[src/rtl/tx_rx_pkg.sv]
// tx_rx_pkg: frame geometry and TX state encoding shared by the serial TX and RX sides
package tx_rx_pkg;

    localparam int WIDTH = 8;
    localparam int WORDS = 4;
    localparam int ADR_W = $clog2(WORDS);

    typedef enum logic [2:0] {
        IDLE,
        WAIT_RDY,
        SHIFT,
        GAP,
        WAIT_FIN
    } tx_state_t;

endpackage

[src/rtl/shift_reg_TX.sv]
// shift_reg_TX: parallel-in serial-out register, MSB first, load wins over shift
module shift_reg_TX #(
    parameter int WIDTH = 8
) (
    input  logic             clk,
    input  logic             clr,
    input  logic             load,
    input  logic             shift,
    input  logic [WIDTH-1:0] din,
    output logic             msb
);

    logic [WIDTH-1:0] r_q;

    assign msb = r_q[WIDTH-1];

    // load a new word or move the next bit into the MSB position
    always_ff @(posedge clk or negedge clr)
        if (!clr)
            r_q <= '0;
        else if (load)
            r_q <= din;
        else if (shift)
            r_q <= {r_q[WIDTH-2:0], 1'b0};

endmodule

[src/rtl/tx_serializer.sv]
// tx_serializer: host-written frame buffer sent word by word, MSB first, under a receiver handshake
module tx_serializer #(
    parameter int WIDTH = tx_rx_pkg::WIDTH,
    parameter int WORDS = tx_rx_pkg::WORDS,
    localparam int AW = $clog2(WORDS),
    localparam int BW = $clog2(WIDTH)
) (
    input  logic             clk,
    input  logic             clr,
    input  logic             wr_en,
    input  logic [AW-1:0]    wr_addr,
    input  logic [WIDTH-1:0] wr_data,
    input  logic             start,
    input  logic             rx_ready,
    input  logic             rx_finish,
    output logic             tx_vld,
    output logic             tx_data,
    output logic             busy,
    output logic             done
);

    import tx_rx_pkg::*;

    tx_state_t        r_state, w_next;
    logic [WIDTH-1:0] r_buf [WORDS];
    logic [AW-1:0]    r_word_cnt;
    logic [BW-1:0]    r_bit_cnt;
    logic             r_tx_vld, r_tx_data;
    logic             w_load, w_shift, w_msb, w_last_bit, w_more;
    logic [WIDTH-1:0] w_din;

    assign w_last_bit = r_bit_cnt == BW'(WIDTH - 1);
    assign w_more     = r_word_cnt != AW'(WORDS - 1);
    assign busy       = r_state != IDLE;
    assign tx_vld     = r_tx_vld;
    assign tx_data    = r_tx_data;

    // state register
    always_ff @(posedge clk or negedge clr)
        if (!clr)
            r_state <= IDLE;
        else
            r_state <= w_next;

    // next state, PISO load/shift and the done pulse (done is combinational so it overlaps busy)
    always_comb begin
        w_next  = r_state;
        w_load  = 1'b0;
        w_shift = 1'b0;
        w_din   = r_buf[0];
        done    = 1'b0;
        case (r_state)
            IDLE: if (start) begin
                w_load = 1'b1;
                w_next = WAIT_RDY;
            end
            WAIT_RDY: if (rx_ready) w_next = SHIFT;
            SHIFT: begin
                w_shift = 1'b1;
                if (w_last_bit) begin
                    w_load = w_more;
                    w_din  = r_buf[r_word_cnt + AW'(1)];
                    w_next = w_more ? GAP : WAIT_FIN;
                end
            end
            GAP: w_next = WAIT_RDY;
            WAIT_FIN: if (rx_finish) begin
                done   = 1'b1;
                w_next = IDLE;
            end
            default: w_next = IDLE;
        endcase
    end

    // bit and word counters, cleared by an accepted start
    always_ff @(posedge clk or negedge clr)
        if (!clr) begin
            r_word_cnt <= '0;
            r_bit_cnt  <= '0;
        end else if (r_state == IDLE && start) begin
            r_word_cnt <= '0;
            r_bit_cnt  <= '0;
        end else if (r_state == SHIFT) begin
            r_bit_cnt <= r_bit_cnt + BW'(1);
            if (w_last_bit && w_more)
                r_word_cnt <= r_word_cnt + AW'(1);
        end

    // frame buffer, host writes only while idle so a frame in flight cannot change
    always_ff @(posedge clk or negedge clr)
        if (!clr)
            for (int i = 0; i < WORDS; i++)
                r_buf[i] <= '0;
        else if (wr_en && !busy)
            r_buf[wr_addr] <= wr_data;

    // registered serial outputs, data forced low outside a valid bit
    always_ff @(posedge clk or negedge clr)
        if (!clr) begin
            r_tx_vld  <= 1'b0;
            r_tx_data <= 1'b0;
        end else begin
            r_tx_vld  <= r_state == SHIFT;
            r_tx_data <= r_state == SHIFT && w_msb;
        end

    shift_reg_TX #(.WIDTH(WIDTH)) u_piso (
        .clk   (clk),
        .clr   (clr),
        .load  (w_load),
        .shift (w_shift),
        .din   (w_din),
        .msb   (w_msb)
    );

endmodule
[config.mk]
export PLATFORM = sky130hd
export DESIGN_NAME = tx_serializer
export DESIGN_NICKNAME = d
export VERILOG_FILES = /design/src/rtl/tx_rx_pkg.sv /design/src/rtl/shift_reg_TX.sv /design/src/rtl/tx_serializer.sv
export SDC_FILE = /design/constraint.sdc
export NUM_CORES = 1
export LEC_CHECK = 0
export ABC_AREA = 1
export BUFFER_PORTS_ARGS = -buffer_cell sky130_fd_sc_hd__buf_2
export CORE_AREA = 2 2 64 78
export DETAILED_ROUTE_END_ITERATION = 10
export DIE_AREA = 0 0 66 80
export PLACE_DENSITY = 0.81
export SYNTH_ARGS = -nofsm -noshare
export SYNTH_HDL_FRONTEND = slang
export SYNTH_SLANG_ARGS = --single-unit
export TNS_END_PERCENT = 30
[constraint.sdc]
create_clock -name clk -period 2.42 [get_ports clk]
set_clock_uncertainty 0.15 [all_clocks]
set_input_delay 0.242 -clock clk [delete_from_list [all_inputs] [get_ports clk]]
set_output_delay 0.242 -clock clk [all_outputs]
set_load 0.01 [all_outputs]
==> flow_summary_export.csv <==
group,metric,value,unit
run_status,status,"finished clean",
route,num_vias,2094,
synthesis,postSynthCellCount,318,
setup_path,startpoint_type,"flop",
synthesis,async_reset_ff_frac,1.00,
setup_path,timing.rr.start,"r_bit_cnt[0]",
global_route,grt_antenna_before_repair,0,
global_route,grt-ovfl-total,0,
synthesis,synth_top_area_frac,0.488,
cts,postCtsSetupRepairBufs,0,
synthesis,avgSynthCellArea,8.07,µm²
cts,cts_max_path_buffers,2,
synthesis,synth.area.top_cells,"dfrtp_1 (49%), nand2_1 (13%), inv_1 (6.1%), nand3_1 (6.0%), o21ai_0 (5.5%)",
setup_path,reg2regPathDepth,10,
floorplanning,rows,27,
synthesis,synth.most_common_cell,"nand2_1",
floorplanning,die_x,66,µm
power_and_ir_drop,cellLeakagePower,1.39,nW
cts,cts_resized,0,
place,pre_cts_ws,0.522,ns
timing,hold_viol_final,0,
synthesis,synth_edf_count,0,
synthesis,synth.distinct_cells,25,
setup_path,r2r_slack,0.49,ns
setup_path,reg2reg_to,"u_piso.r_q[7]",
timing,fin_hold_ws,0.0306,ns
floorplanning,fp.dieH,80,µm
synthesis,yosysWarnings,0,
setup_path,end_kind,"flop",
hold_path,hp-class,"in2reg",
power_and_ir_drop,powerDensity,1090,nW/µm²
power_and_ir_drop,max-vdd-ir-drop,0.000564,V
route,route.detailed.drc,0,
timing,max_freq,517,MHz
cts,cts.clk_slew.worst_paths,0.09,ns
route,wl,4910,µm
global_route,grtUsageTotal,0.215,
timing,setup_slack,0.488,ns
floorplanning,core,4530,µm²
finish,final_net_count,358,
synthesis,synth_top_cells_by_count,"nand2_1 (89), dfrtp_1 (50), inv_1 (42)",
cts,h-tree-depth,2,
place,portBuffers,19,
hold_path,hold_depth,4,
timing,worstMarginPinSlew,0.601,ns
floorplanning,io_pins,20,
floorplanning,dieArea,5280,µm²
synthesis,netlist.top_cell.by_area,"dfrtp_1",
global_route,grt_pass1_vias,1977,
timing,setup_tns,0,ns
synthesis,synthFlopType,"dfrtp_1",
cts,cts.sinks,50,
flow_run,maxCapViolations,0,
synthesis,synth_seq_area_share,0.488,
timing,slew_viol_final,0,
finish,antennaDiodeCount,0,
timing,final.min_clock_period,1.93,ns
route,detail_route.wl_per_cell,12.3,µm
route,firstDrtPassIters,4,
timing,finalSetupViolCount,0,
cts,cts_made_buffers,5,
route,avgViaCountPerCell,5.26,
route,antenna_left,0,
timing,rsz0062_at_grt,"no",
setup_path,path_max_fanout,8,
place,gp_congestion,0.876,
cts,cts_tree,"done",
synthesis,synth-seq-cells,50,
hold_path,hold_start,"rx_ready",
synthesis,syn_nets,337,
global_route,grt_max_degree,32,
timing,slew_headroom,0.598,
timing,fin_crit_sh,0.799,
finish,area_growth,9.22,%
floorplanning,start_util,0.567,
setup_path,cp.arrival,1.98,ns
setup_path,cp.required,2.47,ns
place,hpwl,3600,µm
synthesis,synth_area,2570,µm²
cts,cts-root-buf,"clkbuf_8",
setup_path,crit_type,"reg2reg",
route,first_iter_violations,111,
cts,clock_latency,0.30,ns
finish,drive_gt1_frac,0.147,
hold_path,holdPathEnd,"r_state[0]",
global_route,grt_pass1_wl,8780,µm
## worst max-delay path, stage by stage, from the launching register on
cell	delay [ns]
dfrtp_1	0.40
ha_1	0.21
ha_1	0.20
inv_1	0.14
nor2_1	0.08
inv_1	0.06
nor2_1	0.06
nor2_2	0.24
o21ai_0	0.15
nand2_1	0.09
nand2_1	0.05
## layout make-up
type | count | area (µm²)
sequential | 50 | 1250
clock buffer | 7 | 76.3
timing repair buffer | 23 | 128
inverter | 47 | 176
multi-input combinational | 212 | 1070
tap | 58 | 72.6
clock inverter | 1 | 30.0
fill | 437 | 1720
## layout by cell type, fill, tap and decap left out
master         instances
a22o_1                 2
nand2_2                2
dlygate4sd3_1          1
inv_1                 42
clkinv_1               1
o21ai_1                1
a21oi_1               13
bufinv_16              1
xor2_1                 1
nand3_4                2
ha_1                   3
nor2_1                22
inv_2                  4
clkbuf_8               5
buf_2                 19
nor2_4                 3
nand2_1               89
nor4_1                 1
nand3_2                1
nor3_4                 3
o21ai_0               28
o21ai_2                6
nand3_1               31
clkbuf_1               2
o211ai_1               1
buf_4                  3
dfrtp_1               50
nor3_1                 2
nor2_2                 1
## layer usage
layer,share of wire,vias to the layer above,GRT usage,routed length [µm]
met4,0.014,0,0.0755,70
met2,0.50,52,0.365,2480
met3,0.047,9,0.0409,230
met5,0,-,0,0
met1,0.43,985,0.275,2140
li1,-,1048,-,-
## cell families (layout without fill, tap and decap cells)
kind of cell	count (synthesis)	in the layout	share of synthesized area
AO/OA/AOI/OAI	51	51	0.112
XOR/XNOR	1	1	0.00341
buffers and inverters	56	78	0.0960
adder cells (fa/ha/maj)	3	3	0.0146
AND/OR/NAND/NOR	157	157	0.286
flip-flops	50	50	0.488
## worst max path at each step
stage                             from  slack (ns)       endpoint
after floorplan           r_bit_cnt[0]        0.77  u_piso.r_q[7]
after global placement    r_bit_cnt[0]        0.65  u_piso.r_q[7]
after detailed placement  r_bit_cnt[0]        0.52  u_piso.r_q[5]
after CTS                 r_bit_cnt[0]        0.51  u_piso.r_q[7]
after global routing      r_bit_cnt[0]        0.32  u_piso.r_q[5]
final                     r_bit_cnt[0]        0.49  u_piso.r_q[7]
## per-stage QoR
stage / cell area [µm²] / utilization / std cells / power (mW)
5_1_grt: 2800 / 0.619 / 398 / 3.31
2_1_floorplan: 2570 / - / 318 / 2.25
4_1_cts: 2800 / 0.619 / 398 / 3.08
3_5_place_dp: 2690 / 0.593 / 389 / 2.50
3_3_place_gp: 2690 / 0.593 / 389 / 2.45
6_report: 2800 / 0.619 / 398 / 3.05
## report_power, final
group / internal, mW / switching, mW
sequential: 1.22 / 0.147
combinational: 0.417 / 0.706
clock: 0.309 / 0.259
total: 1.94 / 1.11
## sequential cells by signal, indices dropped and copies added (netlist names)
name,flops
u_piso.r_q,8
r_buf,32
r_state,3
r_bit_cnt,3
tx_vld,1
tx_data,1
r_word_cnt,2
## timing repair
action,4_1_cts,5_1_grt
setup endpoints to repair,0,0
endpoints found under the hold margin,19,0
hold buffers,1,0
Power figures use the tool's default switching activity.
